$ cat src/rtl/if_fetch_unit_pkg.sv
// ----------------------------------------------------------------------------
// ctrl_encode_def
//   Shared encodings for the instruction fetch stage: fetch FSM states,
//   default reset PC, sequential PC increment and the buffered-entry layout.
// ----------------------------------------------------------------------------
package ctrl_encode_def;

    typedef enum logic [1:0] {
        IF_IDLE = 2'd0,
        IF_REQ  = 2'd1,
        IF_WAIT = 2'd2
    } if_state_e;

    localparam logic [31:0] IF_RESET_PC = 32'h0000_0000;
    localparam logic [31:0] IF_PC_INC   = 32'd4;

    // One instruction buffer entry: the fetched word together with its PC.
    typedef struct packed {
        logic [31:0] pc;
        logic [31:0] inst;
    } if_entry_t;

    // Sequential successor; 32-bit arithmetic wraps 32'hFFFF_FFFC -> 0.
    function automatic logic [31:0] if_pc_next(input logic [31:0] pc);
        return pc + IF_PC_INC;
    endfunction

endpackage

$ cat src/rtl/if_fetch_unit_if.sv
// ----------------------------------------------------------------------------
// if_fetch_unit_if
//   Bundles the instruction-memory request channel (req/addr/gnt/rvalid/rdata)
//   and the decode-side instruction channel (valid/inst/pc/ready).
//   master : the fetch unit
//   slave  : instruction memory + decode (the environment)
// ----------------------------------------------------------------------------
interface if_fetch_unit_if;

    logic        imem_req_o;
    logic [31:0] imem_addr_o;
    logic        imem_gnt_i;
    logic        imem_rvalid_i;
    logic [31:0] imem_rdata_i;

    logic        inst_valid_o;
    logic [31:0] inst_o;
    logic [31:0] inst_pc_o;
    logic        inst_ready_i;

    modport master (
        output imem_req_o,
        output imem_addr_o,
        input  imem_gnt_i,
        input  imem_rvalid_i,
        input  imem_rdata_i,
        output inst_valid_o,
        output inst_o,
        output inst_pc_o,
        input  inst_ready_i
    );

    modport slave (
        input  imem_req_o,
        input  imem_addr_o,
        output imem_gnt_i,
        output imem_rvalid_i,
        output imem_rdata_i,
        input  inst_valid_o,
        input  inst_o,
        input  inst_pc_o,
        output inst_ready_i
    );

endinterface

$ cat src/rtl/if_fetch_unit_fifo.sv
// ----------------------------------------------------------------------------
// if_fifo
//   Synchronous FIFO of {pc, inst} entries for the fetch stage.
//   Ports:
//     clk, rstn   clock / asynchronous active-low reset
//     push_i      write wdata_i (ignored when full unless popping)
//     pop_i       drop head (ignored when empty)
//     flush_i     empty the FIFO; overrides push and pop in the same cycle
//     wdata_i     entry to write
//     rdata_o     entry at head
//     count_o     number of valid entries
//   DEPTH must be a power of two >= 2 so the pointers wrap naturally.
// ----------------------------------------------------------------------------
module if_fifo
    import ctrl_encode_def::*;
#(
    parameter int unsigned DEPTH = 2
) (
    input  logic                      clk,
    input  logic                      rstn,
    input  logic                      push_i,
    input  logic                      pop_i,
    input  logic                      flush_i,
    input  if_entry_t                 wdata_i,
    output if_entry_t                 rdata_o,
    output logic [$clog2(DEPTH):0]    count_o
);

    localparam int unsigned PTR_W = $clog2(DEPTH);
    localparam int unsigned CNT_W = PTR_W + 1;

    if_entry_t        mem_q [DEPTH];
    logic [PTR_W-1:0] wptr_q;
    logic [PTR_W-1:0] rptr_q;
    logic [CNT_W-1:0] count_q;

    logic full;
    logic do_push;
    logic do_pop;

    assign full    = (count_q == CNT_W'(DEPTH));
    assign do_pop  = pop_i && (count_q != '0);
    assign do_push = push_i && (!full || do_pop);

    always_ff @(posedge clk or negedge rstn) begin
        if (!rstn) begin
            wptr_q  <= '0;
            rptr_q  <= '0;
            count_q <= '0;
            for (int unsigned i = 0; i < DEPTH; i++) begin
                mem_q[i] <= '0;
            end
        end else if (flush_i) begin
            wptr_q  <= '0;
            rptr_q  <= '0;
            count_q <= '0;
        end else begin
            if (do_push) begin
                mem_q[wptr_q] <= wdata_i;
                wptr_q        <= wptr_q + PTR_W'(1);
            end
            if (do_pop) begin
                rptr_q <= rptr_q + PTR_W'(1);
            end
            case ({do_push, do_pop})
                2'b10:   count_q <= count_q + CNT_W'(1);
                2'b01:   count_q <= count_q - CNT_W'(1);
                default: ;
            endcase
        end
    end

    assign rdata_o = mem_q[rptr_q];
    assign count_o = count_q;

endmodule

$ cat src/rtl/if_fetch_unit.sv
// ----------------------------------------------------------------------------
// if_fetch_unit
//   Fetch stage owning the architectural fetch PC. Issues one instruction
//   memory request at a time over req/gnt/rvalid, buffers returned words with
//   their PCs in if_fifo and presents them to decode over valid/ready.
//   Sequential fetch at PC+4; a redirect loads a new PC, flushes the buffer
//   and squashes any in-flight response.
//   Ports:
//     clk, rstn        clock / asynchronous active-low reset
//     redirect_i       taken branch/jump, load redirect_pc_i
//     redirect_pc_i    redirect target
//     fetch_err_o      sticky misaligned-redirect flag (IF_MISALIGN_CHK_EN only)
//     bus (master)     imem_req_o/imem_addr_o/imem_gnt_i/imem_rvalid_i/
//                      imem_rdata_i and inst_valid_o/inst_o/inst_pc_o/
//                      inst_ready_i
//   Build option:
//     IF_MISALIGN_CHK_EN  misaligned redirect target raises fetch_err_o and
//                         parks the fetcher; otherwise targets are aligned
//                         down to a word boundary.
// ----------------------------------------------------------------------------
module if_fetch_unit
    import ctrl_encode_def::*;
#(
    parameter logic [31:0] RESET_PC   = IF_RESET_PC,
    parameter int unsigned FIFO_DEPTH = 2
) (
    input  logic              clk,
    input  logic              rstn,
    input  logic              redirect_i,
    input  logic [31:0]       redirect_pc_i,
`ifdef IF_MISALIGN_CHK_EN
    output logic              fetch_err_o,
`endif
    if_fetch_unit_if.master   bus
);

    localparam int unsigned CNT_W = $clog2(FIFO_DEPTH) + 1;

    if_state_e   state_q,    state_d;
    logic [31:0] fetch_pc_q, fetch_pc_d;
    logic [31:0] req_pc_q,   req_pc_d;
    logic        discard_q,  discard_d;
    // Set when a redirect hit REQ before the grant: the address on the bus
    // is the old PC (held in req_pc_q) and its grant must not advance fetch_pc.
    logic        stale_q,    stale_d;

    logic [31:0] tgt_pc;
    logic        tgt_bad;
    logic        parked;

    logic             fifo_push;
    logic             fifo_pop;
    logic             fifo_flush;
    if_entry_t        fifo_wdata;
    if_entry_t        fifo_head;
    logic [CNT_W-1:0] fifo_count;
    logic [CNT_W-1:0] cnt_next;
    logic             space;

`ifdef IF_MISALIGN_CHK_EN
    logic err_q;

    assign tgt_pc  = redirect_pc_i;
    assign tgt_bad = redirect_i && (redirect_pc_i[1:0] != 2'b00);
    assign parked  = err_q;

    always_ff @(posedge clk or negedge rstn) begin
        if (!rstn) begin
            err_q <= 1'b0;
        end else if (tgt_bad) begin
            err_q <= 1'b1;
        end
    end

    assign fetch_err_o = err_q;
`else
    assign tgt_pc  = redirect_pc_i & ~32'h0000_0003;
    assign tgt_bad = 1'b0;
    assign parked  = 1'b0;
`endif

    // ---------------------------------------------------------------- buffer
    assign fifo_flush = redirect_i;
    assign fifo_pop   = bus.inst_valid_o && bus.inst_ready_i;
    assign fifo_push  = (state_q == IF_WAIT) && bus.imem_rvalid_i &&
                        !discard_q && !redirect_i;
    assign fifo_wdata = '{pc: req_pc_q, inst: bus.imem_rdata_i};

    if_fifo #(
        .DEPTH (FIFO_DEPTH)
    ) u_fifo (
        .clk     (clk),
        .rstn    (rstn),
        .push_i  (fifo_push),
        .pop_i   (fifo_pop),
        .flush_i (fifo_flush),
        .wdata_i (fifo_wdata),
        .rdata_o (fifo_head),
        .count_o (fifo_count)
    );

    // Occupancy after this cycle's push/pop/flush; a new request is only
    // launched when its response is guaranteed a slot.
    always_comb begin
        cnt_next = fifo_count;
        if (redirect_i) begin
            cnt_next = '0;
        end else begin
            if (fifo_push) cnt_next = cnt_next + CNT_W'(1);
            if (fifo_pop)  cnt_next = cnt_next - CNT_W'(1);
        end
    end

    assign space = (cnt_next < CNT_W'(FIFO_DEPTH));

    // -------------------------------------------------------- state register
    always_ff @(posedge clk or negedge rstn) begin
        if (!rstn) begin
            state_q    <= IF_IDLE;
            fetch_pc_q <= RESET_PC;
            req_pc_q   <= '0;
            discard_q  <= 1'b0;
            stale_q    <= 1'b0;
        end else begin
            state_q    <= state_d;
            fetch_pc_q <= fetch_pc_d;
            req_pc_q   <= req_pc_d;
            discard_q  <= discard_d;
            stale_q    <= stale_d;
        end
    end

    // ------------------------------------------------------------ next state
    always_comb begin
        state_d    = state_q;
        fetch_pc_d = fetch_pc_q;
        req_pc_d   = req_pc_q;
        discard_d  = discard_q;
        stale_d    = stale_q;

        unique case (state_q)
            IF_IDLE: begin
                if (space && !parked) state_d = IF_REQ;
            end
            IF_REQ: begin
                if (bus.imem_gnt_i) begin
                    state_d = IF_WAIT;
                    if (stale_q) begin
                        discard_d = 1'b1;
                        stale_d   = 1'b0;
                    end else begin
                        req_pc_d   = fetch_pc_q;
                        fetch_pc_d = if_pc_next(fetch_pc_q);
                    end
                end
            end
            IF_WAIT: begin
                if (bus.imem_rvalid_i) begin
                    discard_d = 1'b0;
                    state_d   = space ? IF_REQ : IF_IDLE;
                end
            end
            default: state_d = IF_IDLE;
        endcase

        // Redirect overrides the PC update above. Only the first redirect in
        // REQ captures the bus address; later ones just retarget fetch_pc.
        if (redirect_i) begin
            fetch_pc_d = tgt_pc;
            case (state_q)
                IF_REQ: begin
                    if (bus.imem_gnt_i) begin
                        discard_d = 1'b1;
                    end else if (!stale_q) begin
                        stale_d  = 1'b1;
                        req_pc_d = fetch_pc_q;
                    end
                end
                IF_WAIT: begin
                    if (!bus.imem_rvalid_i) discard_d = 1'b1;
                end
                default: ;
            endcase
        end

        if (tgt_bad) begin
            state_d   = IF_IDLE;
            discard_d = 1'b0;
            stale_d   = 1'b0;
        end
    end

    // ---------------------------------------------------------------- output
    always_comb begin
        bus.imem_req_o  = 1'b0;
        bus.imem_addr_o = '0;
        if (state_q == IF_REQ) begin
            bus.imem_req_o  = 1'b1;
            bus.imem_addr_o = stale_q ? req_pc_q : fetch_pc_q;
        end
    end

    assign bus.inst_valid_o = (fifo_count != '0);
    assign bus.inst_o       = fifo_head.inst;
    assign bus.inst_pc_o    = fifo_head.pc;

endmodule

$ cat src/flat_wrapper.sv
// flat-port wrapper written by rule: the top's interface ports become plain ports
module if_fetch_unit_flat import ctrl_encode_def::*;
#(
    parameter logic [31:0] RESET_PC   = IF_RESET_PC,
    parameter int unsigned FIFO_DEPTH = 2
)
  (clk, rstn, redirect_i, redirect_pc_i, bus_imem_req_o, bus_imem_addr_o, bus_imem_gnt_i, bus_imem_rvalid_i, bus_imem_rdata_i, bus_inst_valid_o, bus_inst_o, bus_inst_pc_o, bus_inst_ready_i);
  if_fetch_unit_if bus_i ();
  input  logic clk;
  input  logic rstn;
  input  logic redirect_i;
  input  logic [31:0] redirect_pc_i;
  output wire logic [$bits(bus_i.imem_req_o)-1:0] bus_imem_req_o;
  output wire logic [$bits(bus_i.imem_addr_o)-1:0] bus_imem_addr_o;
  input wire logic [$bits(bus_i.imem_gnt_i)-1:0] bus_imem_gnt_i;
  input wire logic [$bits(bus_i.imem_rvalid_i)-1:0] bus_imem_rvalid_i;
  input wire logic [$bits(bus_i.imem_rdata_i)-1:0] bus_imem_rdata_i;
  output wire logic [$bits(bus_i.inst_valid_o)-1:0] bus_inst_valid_o;
  output wire logic [$bits(bus_i.inst_o)-1:0] bus_inst_o;
  output wire logic [$bits(bus_i.inst_pc_o)-1:0] bus_inst_pc_o;
  input wire logic [$bits(bus_i.inst_ready_i)-1:0] bus_inst_ready_i;
  assign bus_imem_req_o = bus_i.imem_req_o;
  assign bus_imem_addr_o = bus_i.imem_addr_o;
  assign bus_i.imem_gnt_i = bus_imem_gnt_i;
  assign bus_i.imem_rvalid_i = bus_imem_rvalid_i;
  assign bus_i.imem_rdata_i = bus_imem_rdata_i;
  assign bus_inst_valid_o = bus_i.inst_valid_o;
  assign bus_inst_o = bus_i.inst_o;
  assign bus_inst_pc_o = bus_i.inst_pc_o;
  assign bus_i.inst_ready_i = bus_inst_ready_i;
  if_fetch_unit #(.RESET_PC(RESET_PC), .FIFO_DEPTH(FIFO_DEPTH)) u_core (.clk(clk), .rstn(rstn), .redirect_i(redirect_i), .redirect_pc_i(redirect_pc_i), .bus(bus_i));
endmodule
$ cat config.mk
export PLATFORM = sky130hd
export DESIGN_NAME = if_fetch_unit_flat
export DESIGN_NICKNAME = d
export VERILOG_FILES = /design/src/rtl/if_fetch_unit_pkg.sv /design/src/rtl/if_fetch_unit_if.sv /design/src/rtl/if_fetch_unit_fifo.sv /design/src/rtl/if_fetch_unit.sv /design/src/flat_wrapper.sv
export SDC_FILE = /design/constraint.sdc
export NUM_CORES = 1
export LEC_CHECK = 0
export BUFFER_PORTS_ARGS = -buffer_cell sky130_fd_sc_hd__buf_2
export CORE_MARGIN = 8
export CORE_UTILIZATION = 30
export DETAILED_ROUTE_END_ITERATION = 12
export MAX_ROUTING_LAYER = met4
export PLACE_DENSITY = 0.52
export SLEW_MARGIN = 5
export SYNTH_ARGS = -nofsm -noshare
export SYNTH_HDL_FRONTEND = slang
export SYNTH_SLANG_ARGS = --single-unit
$ cat constraint.sdc
create_clock -name clk -period 2.3 [get_ports clk]
set_input_delay 0.345 -clock clk [delete_from_list [all_inputs] [get_ports clk]]
set_output_delay 0.345 -clock clk [all_outputs]
set_load 0.01 [all_outputs]
-- Yosys cells after proc, flatten, opt, wreduce, memory -nomap -nowiden
Cells that the tools add are included.
- bits of input ports: 70
- output and inout port bits: 98
- logic and storage cells: 103
- bits in registers: 200
- add/subtract/negate cells: 6
- bitwise logic cells: 3
- muxes and demuxes: 48
- equal/unequal tests: 9
- $lt $le $gt $ge: 4
- reductions and logical operators: 21
- operators by type and width (operator ; number):
    32-bit 2-to-1 mux ; 12
    64-bit 2-to-1 mux ; 4
    128-bit bitwise mux ; 1
    64-bit demux with 1-bit select ; 1
    32-bit by 3-bit adder with 32-bit output (second input constant) ; 1
    1-bit 2-to-1 mux ; 18
    2-bit 2-to-1 mux ; 8
    2-bit nonzero test ; 5
    1-bit logical AND ; 7
    2-bit equality test (second input constant) ; 3
    2-bit inequality test (second input constant) ; 3
    2-bit one-hot mux with 3 select lines ; 1
    3-bit AND reduction ; 2
    2-bit by 1-bit equality test with 1-bit output (second input constant) ; 2
    2-bit >= comparator (second input constant) ; 2
    1-bit inverter with 2-bit output ; 2
    1-bit one-hot mux with 2 select lines ; 2
    2-bit one-hot mux with 2 select lines ; 1
    2-bit by 1-bit subtractor with 2-bit output (second input constant) ; 2
    1-bit zero test ; 3
    3-bit nonzero test ; 1
    1-bit adder (second input constant) ; 2
    2-bit by 1-bit adder with 2-bit output (second input constant) ; 1
    2-bit zero test ; 1
    other kinds (6) ; 6

-- Longest topological paths before layout
Gate-level depths: netlist of the first run.
- depth after elaboration: 13
- depth in mapped cells: 9
- depth with buffers taken out: 7

-- By module
Synthesis of the first run repeated with hierarchy kept, for this count alone.
- cell total of the unflattened synthesis: 728
- area total of the unflattened synthesis: 9615.5 um^2
- modules (own cells, without submodules) (module ; cells an instance ; instances ; seq. area each (um^2) ; area an instance (um^2)):
    if_fifo ; 365 ; 1 ; 3303.2 ; 5913.2
    if_fetch_unit ; 363 ; 1 ; 1651.6 ; 3702.3

-- Worst setup path before layout of the first run
Ideal clock, no wire load.
- kind: reg2reg
- from: register u_core.u_fifo.count_q[0] (netlist: u_core.u_fifo.count_o[0])
- to: register u_core.u_fifo.mem_q[87] in the netlist's numbering
- clock period less this slack: 2.095 ns
- stages on the path, launching flop included: 10
- data arrival time: 1.970 ns
- setup slack: 0.205 ns
- path buffers: 3
- path through: dfrtp_1 inv_1 ha_1 nand2b_1 buf_4 a21oi_2 and2b_1 buf_6 buf_6 mux2_2
- longest elaborated chain between the ends: 6
- elaborated cells between the ends (all ways): 8
- RTL lines (item ; line ; text):
    start: declaration ; if_fetch_unit_fifo.sv:35 ; logic [CNT_W-1:0] count_q;
    start signal: assignment ; if_fetch_unit_fifo.sv:66 ; 2'b10: count_q <= count_q + CNT_W'(1);
    start signal: assignment ; if_fetch_unit_fifo.sv:67 ; 2'b01: count_q <= count_q - CNT_W'(1);
    2-bit nonzero test ; if_fetch_unit_fifo.sv:42, if_fetch_unit.sv:203 ;
    1-bit logical AND ; if_fetch_unit.sv:84 ; assign fifo_pop = bus.inst_valid_o && bus.inst_ready_i;
    1-bit logical AND ; if_fetch_unit_fifo.sv:42 ; assign do_pop = pop_i && (count_q != '0);
    1-bit logical OR (*) ; if_fetch_unit_fifo.sv:43 ; assign do_push = push_i && (!full || do_pop);
    1-bit logical AND (*) ; if_fetch_unit_fifo.sv:43 ;
    2-bit AND reduction (no source line) (*) ; -- ;
    end signal: indexed assignment ; if_fetch_unit_fifo.sv:59 ; mem_q[wptr_q] <= wdata_i;
    end: declaration ; if_fetch_unit_fifo.sv:32 ; if_entry_t mem_q [DEPTH];
Every way passes the cells marked *; elsewhere a longest branch is shown, timed or not.
A chain may end at the register's enable or synchronous reset.

-- Final worst setup path of the first run
- from: register u_core.u_fifo.rptr_q
- to: output bus_inst_pc_o[12]
- longest elaborated chain between the ends: 4
- RTL lines (item ; line ; text):
    start: declaration ; if_fetch_unit_fifo.sv:34 ; logic [PTR_W-1:0] rptr_q;
    start signal: assignment ; if_fetch_unit_fifo.sv:63 ; rptr_q <= rptr_q + PTR_W'(1);
    1-bit inverter with 2-bit output (not written as such) ; if_fetch_unit_fifo.sv:73 ; assign rdata_o = mem_q[rptr_q];
    64-bit 2-to-1 mux (not written as such) (3 in a row) ; if_fetch_unit_fifo.sv:73 ;
    end: declaration ; flat_wrapper.sv:20 ; output wire logic [$bits(bus_i.inst_pc_o)-1:0] bus_inst_pc_o;
No other way between the ends. The select of a mux whose other input is x is not followed.

==> results.md, run 1 <==
- Yosys cell types: 59
- Post-synthesis adder-cell area fraction: less than 1%
- Register area: about 5000 µm²
- FFs w/ async S/R, synth: 100%
- Slew Limit Headroom: about 62%
- Setup TNS: 0 ns
- Residual DRC count: 0
- First-pass GRT wire length: slightly below 40 mm
- Gr ovfl total: 0
- Clock Pin Slew Worst Setup and Hold Paths: 0.09 ns
- P per Cell Area: roughly 1100 nW/µm²
- Worst R2R Path Depth: 7
- H-Tree Depth: 4
- Largest family of logic cells by synthesized area: multiplexers
- Fillers: 3,144
- Initial antenna violation count: 0
- Maximum vdd drop: 0.000479 V
- Clock Tree Root: clkbuf_16
- Chip width: approximately 200 µm
- Tmin final: about 2.2 ns
- Layout cells sized above 1: 49.8%
- Max Cap Violations: 0
- Crit path DAT: 1.85 ns
- Worst EP required: 1.96 ns
- Mux share of post-synthesis cell area: 29.5%
- Vias after detailed routing: 6,327
- Initial Utilization: between 30% and 40%
- WL met2: 10.8 mm
- Final antenna-violating net count: 0
- All-Layer GR Usage: a little over an eighth
- DIE HEIGHT: ~200 µm
- Hold Violations, Final: 0
- Crit Path Max Fanout: 13
- Hold Path Class: in2reg
- Routed WL: 24.0 mm
- Endpoints failing setup: 0
- Full die area: 38,100 µm²
- Top_reg_cell synth: dfrtp_1
- Max Fclk: 456 MHz
- RSZ-0062 raised after global routing: false
- Compound-gate portion of the synthesized area: 3.21%
- Vias per cell: 4.73
- Gpl congestion: 0.783
- Warnings, synthesis: 0
- Crit path kind: reg2out
- Pin count of the biggest net entering global routing: 65
- Vias in the first global route: 6,888
- IO Port Bufs: 165
- Post-route insts no fill: 1,338
- Number of flops mapped to enable cells by yosys: 0
- DR WL met3: about 900 µm
- Worst Clk Skew: around 0.017 ns
- Nets: about 1,000
- Post-DP HPWL: 17.0 mm
- Area Growth Syn to Fin: 22.0%
- Highest metal used: met4
- Leakage power total: 5.67 nW
- TritonCTS sink count: ~200
- Num CTS Buffers: 17
- Syn Area/Cell: 12.9 µm²
- Syn_nets: 826
- Register area share after synthesis: about 51%
- Post-synthesis register bit count: about 200
- Mapped Area: 9630 µm²
- Core area: 31,600 µm²
- DR WL/cell: about 18 µm
- CP Launch Type: flop
- # IOs: between 150 and 200
- Slew Limit Fails: 0
- CTS tree: yes
- Xor/xnor share of the synthesized area: approximately 2.9%
- Drt pass-1 iters: 4
- Outcome: complete, no violations
- Clock latency on the worst-skew pair: 0.44 ns
- CTS Buffer Depth: 2
- Post-Synth Simple-Gate Area: 9.21%
- Final period utilization: 95.3%
- Num rows: 65
- Initial DRC Count: 265
- Routed met1 length: between 10 and 15 mm
- Worst setup EP type: primary output
- Antenna cells: 0
- Worst-margin pin slew: 0.569 ns
- Post-Syn Instances: 749
- Area occupied by multi-input gates: 4440 µm²
- Worst Hold Path Cells: 3
- Placed cell count: 1,305
cell families after synthesis:
family / Yosys count
XOR/XNOR: 32
AND/OR/NAND/NOR: 151
flip-flops: 198
multiplexers: 256
AO/OA/AOI/OAI: 52
buffers and inverters: 53
adder cells (fa/ha/maj): 7
cells in the mapped netlist (all sizes together), types with 2 or more instances:
cell type | count | area [µm²]
mux2 | 224 | 2520
dfrtp | 198 | 4950
nand2 | 39 | 149
nor2b | 34 | 213
mux2i | 32 | 320
o21ai | 32 | 168
buf | 24 | 159
xor2 | 23 | 201
nand3 | 22 | 115
clkbuf | 18 | 67.6
nor2 | 16 | 67.6
inv | 11 | 41.3
nand4 | 10 | 77.6
xnor2 | 9 | 78.8
a21oi | 7 | 38.8
ha | 7 | 87.6
and3 | 4 | 25.0
and2 | 3 | 18.8
nand3b | 3 | 22.5
nor4 | 3 | 40.0
or3 | 3 | 18.8
a211oi | 2 | 15.0
nand2b | 2 | 12.5
nand4b | 2 | 32.5
nor3 | 2 | 21.3
timing repair:
item | in CTS | in global routing
endpoints found under the hold margin | 61 | 0
resized for setup | 3 | 2
cloned | 0 | 0
hold buffers | 1 | 0
buffers inserted | 0 | 0
setup endpoints to repair | 19 | 19
state kept, by name, indices dropped and copies added (netlist names):
name / cells
u_core.discard_q: 1
u_core.stale_q: 1
u_core.u_fifo.count_o: 2
u_core.req_pc_q: 32
u_core.u_fifo.wptr_q: 1
u_core.u_fifo.rptr_q: 1
u_core.u_fifo.mem_q: 128
u_core.fetch_pc_q: 30
u_core.state_q: 2
where the power goes:
group / switching [mW] / total [mW] / internal, mW
logic: 2.38 / 5.07 / 2.69
registers: 0.718 / 5.16 / 4.44
clock network: 1.51 / 3.06 / 1.55
total: 4.60 / 13.3 / 8.68
cell type report:
| cell class | instances | area share, % |
|---|---|---|
| Tap cell | 402 | 4.28 |
| Clock inverter | 15 | 1.39 |
| Clock buffer | 17 | 3.62 |
| Inverter | 11 | 0.352 |
| Sequential cell | 198 | 42.2 |
| Multi-Input combinational cell | 498 | 37.8 |
| Timing Repair Buffer | 197 | 10.3 |
final timing paths:
| path | from | end | slack (ns) |
|---|---|---|---|
| max | u_core.u_fifo.rptr_q | bus_inst_pc_o[12] | 0.11 |
| min | redirect_pc_i[5] | u_core.fetch_pc_q[5] | 0.11 |
| max reg2reg | u_core.state_q[0] | u_core.u_fifo.mem_q[94] | 0.15 |
| min reg2reg | u_core.u_fifo.mem_q[90] | u_core.u_fifo.mem_q[90] | 0.49 |
| max in group asynchronous | rstn | u_core.u_fifo.mem_q[117] | 1.10 |
| min in group asynchronous | rstn | u_core.u_fifo.mem_q[30] | 0.47 |
critical path, stage by stage (launching register included):
cell and delay [ns]:
dfrtp_4 0.59, buf_4 0.29, mux2_2 0.39, buf_2 0.15
cell usage in the layout (no fill, tap or decap), drive strengths merged, types with 16 or more instances in the layout:
cell type	n
o21ai	32
nand3	22
dfrtp	198
nor2b	34
mux2i	32
nor2	16
clkbuf	18
buf	195
nand2	39
inv	19
xor2	23
mux2	224
per-stage QoR:
stage / power, mW / hold slack (ns) / utilization, % / setup WS, ns / area [µm²]
after floorplan: 8.34 / 0.0494 / - / 0.205 / 9630
after global placement: 10.3 / 0.387 / 35.3 / 0.239 / 11100
after detailed placement: 10.4 / 0.387 / 35.3 / 0.207 / 11100
after CTS: 13.6 / 0.0818 / 37.2 / 0.00332 / 11700
after global routing: 14.2 / 0.0906 / 37.2 / 0.0233 / 11700
final: 13.3 / 0.109 / 37.2 / 0.109 / 11700
metal layers:
layer | vias up | GRT usage [%]
li1 | 3003 | -
met1 | 3177 | 18.2
met2 | 135 | 19.9
met5 | - | -
met3 | 12 | 3.04
met4 | 0 | 2.86
(Power assumes the default switching activity.)
==> inputs of run 2 (changes only) <==
CORE_ASPECT_RATIO = 0.5   (was default)
==> run 2 against run 1 <==
  * Combinational power decreased by 0.8%
  * Critical path depth unchanged
  * Core utilization rose by 0.076 points
  * Die area is 0.92% higher
  * Clock skew decreased by 0.0032 ns
  * Clock-buffer cell count increased by 4
  * Sequential cell count stayed put
  * First-iteration DRC count up 14%
  * Clock power increased by 6%
  * Power up 1.5%
  * Final cell count grew 2.1%
  * Routed wire length rose by 0.51%
  * Critical endpoint is now bus_inst_o[1]
==> results.md, run 2 (synthesis results as in run 1) <==
- Tmin final: 2.17 ns (-0.0185 ns)
- Residual DRC count: 0 (unchanged)
- Full die area: 38,400 µm² (+0.92%)
- R2R Path Start: u_core.state_q[0]
- Gr ovfl total: 0 (unchanged)
- Post-DP HPWL: 16.9 mm (-0.57%)
- Worst Path Buf+Inv: 2 (unchanged)
- Maximum vdd drop: 0.000556 V (+16%)
- End of the worst hold path: u_core.fetch_pc_q[8]
- Leakage power total: 5.68 nW (+0.25%)
- CTS tree: yes
- Initial DRC Count: 303 (+14%)
- Gpl congestion: 0.798 (+2.0%)
- IO Port Bufs: 165 (unchanged)
- Vias after detailed routing: 6,286 (-0.65%)
- Outcome: complete, no violations
- RSZ-0062 raised after global routing: false
- Area Growth Syn to Fin: 22.6%
- Max Cap Violations: 0 (unchanged)
- Drt pass-1 iters: 4 (unchanged)
- Initial Utilization: 30.4% (-0.096 points)
- Clock Pin Slew Worst Setup and Hold Paths: 0.08 ns (about the same)
- Worst Hold Path Cells: 3 (unchanged)
- Final Power: 13.5 mW (+1.5%)
- Fillers: 3,104 (-1.3%)
- Worst-margin pin slew: 0.553 ns (-0.0161 ns)
- DIE HEIGHT: 143 µm (-27%)
- CTS Buffer Depth: 2 (unchanged)
- HP Start: redirect_pc_i[8]
- Initial antenna violation count: 0 (unchanged)
- Max incr delay on CP: 0.62 ns (+0.03 ns)
- CP top delay family: flip-flops
- H-Tree Depth: 4 (unchanged)
- CP Launch Type: flop
- Layout cells sized above 1: 49.7% (-0.11 points)
- Worst setup EP type: primary output
- Max Fclk: 460 MHz (+0.85%)
- Core area: 31,700 µm² (+0.32%)
- P per Cell Area: 1140 nW/µm² (+0.95%)
- Routed WL: 24.1 mm (+0.51%)
- Num CTS Buffers: 17 (unchanged)
- # IOs: 168 (unchanged)
- Endpoints failing setup: 0 (unchanged)
- Biggest register: u_core.u_fifo.mem_q
- Slew Limit Headroom: 63.2% (+1.1 points)
- Clock Tree Root: clkbuf_16
- Hold Violations, Final: 0 (unchanged)
- Num rows: 46 (-29%)
- Most frequent cells in the layout: mux2_2 (219), dfrtp_1 (196), buf_2 (164)
- Crit-path cells: buf_12 -> mux2_2 -> buf_2
- Register-to-register setup slack: 0.16 ns (about the same)
- Nets: 998 (-0.20%)
- Crit Path Max Fanout: 23 (+10)
- FF-to-FF End: u_core.u_fifo.mem_q[82]
- Final antenna-violating net count: 0 (unchanged)
- Vias in the first global route: 6,925 (+0.54%)
- Setup TNS: 0 ns (unchanged)
- Chip width: 269 µm (+38%)
- Worst R2R Path Depth: 7 (unchanged)
- Largest register FFs: 128 (unchanged)
- All-Layer GR Usage: 13.2% (-0.12 points)
- First-pass GRT wire length: 38.9 mm (-1.2%)
- Largest regs: u_core.u_fifo.mem_q (128), u_core.req_pc_q (32), u_core.fetch_pc_q (30)
- CP max stage cell: dfrtp_4
- Most common cell after layout, fill and taps aside: mux2_2
- Hold Path Class: in2reg
- Slew Limit Fails: 0 (unchanged)
- Pin count of the biggest net entering global routing: 63 (-3.1%)
- Crit path kind: reg2out
- DR WL/cell: 17.7 µm (-1.6%)
- Worst EP required: 1.96 ns (about the same)
- TritonCTS sink count: 198 (unchanged)
- Clock latency on the worst-skew pair: 0.45 ns (about the same)
- Crit path DAT: 1.83 ns (-0.02 ns)
- Antenna cells: 0 (unchanged)
- Vias per cell: 4.60 (-2.7%)
- Stages on the worst setup path: 3 (unchanged)
- Worst Clk Skew: 0.0133 ns (-0.00324 ns)
- Final period utilization: 94.5% (-0.80 points)
## run 2: cell types whose count changed in the layout (fill, tap and decap cells not counted), sizes merged
cell | before | now
bufinv | 1 | 4
inv | 19 | 13
buf | 195 | 193
clkbuf | 18 | 22
clkinvlp | 1 | 0
## run 2: stage by stage
| step | cell area, µm² | worst slack (ns) | hold WS, ns | util, % | cells |
|---|---|---|---|---|---|
| after floorplan | 9630 | 0.205 | 0.0494 | - | 749 |
| after global placement | 11100 | 0.185 | 0.345 | 35.1 | 1332 |
| after detailed placement | 11100 | 0.118 | 0.345 | 35.1 | 1332 |
| after CTS | 11800 | 0.0248 | 0.0836 | 37.2 | 1366 |
| after global routing | 11800 | 0.0165 | 0.104 | 37.3 | 1366 |
| final | 11800 | 0.127 | 0.110 | 37.3 | 1366 |
## run 2: repair_timing
action,CTS,global route
hold endpoints to repair,50,0
pin swaps,0,0
setup endpoints to repair,45,8
resized for setup,2,5
hold buffers,1,0
buffers inserted,1,0
## run 2: power by group
| part | internal (mW) | switching [mW] | leakage (nW) |
|---|---|---|---|
| Clock | 1.89 | 1.36 | 0.315 |
| Sequential | 4.45 | 0.762 | 2.58 |
| Combinational | 2.68 | 2.34 | 2.79 |
| Total | 9.02 | 4.46 | 5.68 |
## run 2: worst max-delay path by stage
stage,from,to
4_1_cts,u_core.stale_q,bus_imem_addr_o[17]
2_1_floorplan,u_core.u_fifo.count_o[0],u_core.u_fifo.mem_q[87]
6_report,u_core.u_fifo.rptr_q,bus_inst_o[1]
3_3_place_gp,u_core.state_q[0],u_core.u_fifo.mem_q[83]
3_5_place_dp,u_core.state_q[0],u_core.u_fifo.mem_q[95]
5_1_grt,u_core.state_q[1],bus_imem_addr_o[31]
## run 2: worst register-to-register path: cells and delay by family (launching register included)
kind | cells | cell delay, ns
flip-flops | 1 | 0.42
buffers and inverters | 2 | 0.31
adder cells (fa/ha/maj) | 1 | 0.17
AO/OA/AOI/OAI | 1 | 0.26
multiplexers | 1 | 0.37
AND/OR/NAND/NOR | 2 | 0.48
## run 2: layout make-up
| cell class | instances | area [µm²] | area share [%] |
|---|---|---|---|
| clock buffers | 21 | 460 | 3.90 |
| multi-input cells | 498 | 4440 | 37.6 |
| flip-flops and latches | 198 | 4960 | 42.0 |
| inverters | 11 | 41.3 | 0.350 |
| well taps | 432 | 541 | 4.58 |
| clock inverters | 11 | 171 | 1.45 |
| repair buffers | 195 | 1190 | 10.0 |
## run 2: metal layers
| metal | global-route usage (%) | vias up | routed length (µm) | part of all wire (%) |
|---|---|---|---|---|
| met5 | - | - | 0 | 0 |
| met4 | 4.71 | 0 | 548 | 2.3 |
| met3 | 2.59 | 31 | 524 | 2.2 |
| met2 | 23.2 | 74 | 13000 | 54 |
| met1 | 15.1 | 3191 | 10100 | 42 |
| li1 | - | 2990 | - | - |
==> inputs of run 3 (changes only) <==
RECOVER_POWER = 50   (was default)
SETUP_SLACK_MARGIN = 0.15   (was default)
==> run 3 against run 2 <==
  * Clock-buffer cell count stayed put
  * Critical path depth is 5 higher
  * Sequential share of layout area is 0.71 points lower
  * Hold slack hardly changed
  * Core utilization is 0.63 points higher
  * Clock skew is 0.0018 ns higher
  * Die area stayed put
  * Sequential power is 1% lower
  * Largest cell class unchanged
==> results.md, run 3 (synthesis results as in run 1) <==
- Worst EP required: 2.63 ns (+0.67 ns)
- Clock Pin Slew Worst Setup and Hold Paths: 0.08 ns (about the same)
- R2R Path Start: u_core.state_q[0]
- Antenna cells: 0 (unchanged)
- CTS tree: yes
- Worst R2R Path Depth: 8 (+1)
- IO Port Bufs: 165 (unchanged)
- Slew Limit Fails: 0 (unchanged)
- Largest register FFs: 128 (unchanged)
- Largest regs: u_core.u_fifo.mem_q (128), u_core.req_pc_q (32), u_core.fetch_pc_q (30)
- Crit path kind: reg2reg
- Max Cap Violations: 0 (unchanged)
- Endpoints failing setup: 0 (unchanged)
- Flop pwr share: 37.6% (-1.0 points)
- Vias after detailed routing: 6,442 (+2.5%)
- CP Launch Type: flop
- FF-to-FF End: u_core.u_fifo.mem_q[68]
- Hold Path Class: in2reg
- Clock latency on the worst-skew pair: 0.45 ns (about the same)
- Crit path DAT: 2.44 ns (+0.61 ns)
- Setup TNS: 0 ns (unchanged)
- Post-Place Worst Slack: 0.118 ns (unchanged)
- Vias in the first global route: 6,927 (+0.029%)
- Full die area: 38,400 µm² (unchanged)
- Hold Violations, Final: 0 (unchanged)
- CP endpoint: u_core.u_fifo.mem_q[68]
- Residual DRC count: 0 (unchanged)
- Outcome: complete, no violations
- Net Sw Frac: 33.2% (+0.12 points)
- Most common cell after layout, fill and taps aside: mux2_2
- Fillers: 3,097 (-0.23%)
- Num rows: 46 (unchanged)
- All-Layer GR Usage: 13.2% (+0.037 points)
- Routed WL: 25.1 mm (+3.8%)
- Nets: 1,014 (+1.6%)
- Clock share of power: 23.8% (-0.3 points)
- Area occupied by multi-input gates: 4460 µm² (+0.34%)
- Register-to-register setup slack: 0.19 ns (+0.03 ns)
- Psw: 4.54 mW (+1.8%)
- Clock Tree Root: clkbuf_16
- Worst-margin pin slew: 1.44 ns (+0.883 ns)
- Chip width: 269 µm (unchanged)
- Gpl congestion: 0.798 (unchanged)
- Post-DP HPWL: 16.9 mm (unchanged)
- Int Power: 9.13 mW (+1.2%)
- DIE HEIGHT: 143 µm (unchanged)
- Gr ovfl total: 0 (unchanged)
- Core area: 31,700 µm² (unchanged)
- DR WL/cell: 18.1 µm (+2.6%)
- Register area: 4960 µm² (about the same)
- Worst setup EP type: flop
- Drt pass-1 iters: 4 (unchanged)
- Most frequent cells in the layout: mux2_2 (219), dfrtp_1 (195), buf_2 (163)
- Final period utilization: 91.9% (-2.6 points)
- H-Tree Depth: 4 (unchanged)
- Area Growth Syn to Fin: 24.7%
- Maximum vdd drop: 0.000553 V (-0.67%)
- P per Cell Area: 1140 nW/µm² (-0.28%)
- Tmin final: 2.11 ns (-0.0592 ns)
- TritonCTS sink count: 198 (unchanged)
- Layout cells sized above 1: 50.5% (+0.85 points)
- Num CTS Buffers: 17 (unchanged)
- Final antenna-violating net count: 0 (unchanged)
- Initial antenna violation count: 0 (unchanged)
- Crit Path Max Fanout: 8 (-65%)
- CTS Buffer Depth: 2 (unchanged)
- RSZ-0062 raised after global routing: false
- Combinational power share: 38.6% (+1.3 points)
- Biggest register: u_core.u_fifo.mem_q
- Max Fclk: 473 MHz (+2.8%)
- Initial DRC Count: 304 (+0.33%)
- Pin count of the biggest net entering global routing: 63 (unchanged)
- Setup slack after layout: 0.186 ns (+0.0592 ns)
- Worst Clk Skew: 0.0151 ns (+0.00181 ns)
- # IOs: 168 (unchanged)
- Slew Limit Headroom: 4.32% (-59 points)
- Initial Utilization: 30.4% (unchanged)
- Final Core Density: 37.9% (+0.63 points)
- Vias per cell: 4.66 (+1.3%)
- First-pass GRT wire length: 38.9 mm (+0.16%)
- Crit path launch: u_core.state_q[0]
- Leakage power total: 5.77 nW (+1.6%)
-- run 3: cell types whose count changed in the layout (fill, tap and decap cells not counted), moves of 2 or more --
cell | previous run | this run
buf_4 | 18 | 21
buf_6 | 1 | 5
clkbuf_1 | 2 | 5
clkbuf_16 | 17 | 20
clkbuf_2 | 0 | 3
dfrtp_2 | 0 | 2
nor2b_1 | 31 | 27
nor2b_4 | 0 | 4
o21ai_0 | 26 | 28
-- run 3: critical path, stage by stage (launching register included) --
cell,delay (ns)
dfrtp_2,0.42
inv_1,0.08
ha_1,0.18
nand4bb_1,0.22
a21oi_4,0.23
and2b_4,0.20
buf_12,0.16
clkbuf_16,0.17
mux2_2,0.33
-- run 3: how the worst min path moves through the flow --
stage | start | endpoint | slack (ns) | cells after the start
2_1_floorplan | rstn | u_core.discard_q | 0.05 | 0
3_3_place_gp | rstn | u_core.u_fifo.count_o[0] | 0.34 | 1
3_5_place_dp | rstn | u_core.u_fifo.count_o[0] | 0.34 | 1
4_1_cts | redirect_pc_i[8] | u_core.fetch_pc_q[8] | 0.08 | 3
5_1_grt | redirect_pc_i[5] | u_core.fetch_pc_q[5] | 0.10 | 3
6_report | redirect_pc_i[8] | u_core.fetch_pc_q[8] | 0.11 | 3
-- run 3: what timing repair did --
action,4_1_cts,5_1_grt
pin swaps,0,1
setup buffers,6,6
gates resized for setup,10,13
endpoints found under the setup margin,101,47
cloned,0,5
hold buffers,1,0
endpoints found under the hold margin,50,0
-- run 3: cell type report --
type                            instances  area share, %
Tap cell                              432           4.50
Sequential cell                       198           41.3
Clock buffer                           21           3.84
Multi-Input combinational cell        498           37.1
Timing Repair Buffer                  211           11.4
Inverter                               11          0.344
Clock inverter                         11           1.43
-- run 3: per-stage QoR --
stage	cells	total power, mW	instance area [µm²]	hold slack, ns
6_report	1382	13.7	12000	0.110
5_1_grt	1382	14.5	12000	0.104
4_1_cts	1371	13.8	11900	0.0836
3_5_place_dp	1332	10.4	11100	0.345
3_3_place_gp	1332	10.2	11100	0.345
2_1_floorplan	749	8.34	9630	0.0494
-- run 3: power groups by stage --
stage / clock network [mW] / registers (mW) / logic [mW]
floorplan: 0 / 4.94 / 3.40
CTS: 3.36 / 5.14 / 5.33
detailed placement: 0 / 5.31 / 5.06
global route: 3.49 / 5.29 / 5.74
global placement: 0 / 5.24 / 5.01
finish: 3.25 / 5.14 / 5.28
-- run 3: metal layers --
| metal | share of wire, % | vias up | GRT usage [%] |
|---|---|---|---|
| li1 | - | 3033 | - |
| met1 | 43 | 3282 | 15.2 |
| met2 | 53 | 90 | 23.0 |
| met3 | 2.1 | 37 | 2.60 |
| met4 | 2.4 | 0 | 4.94 |
| met5 | 0 | - | - |
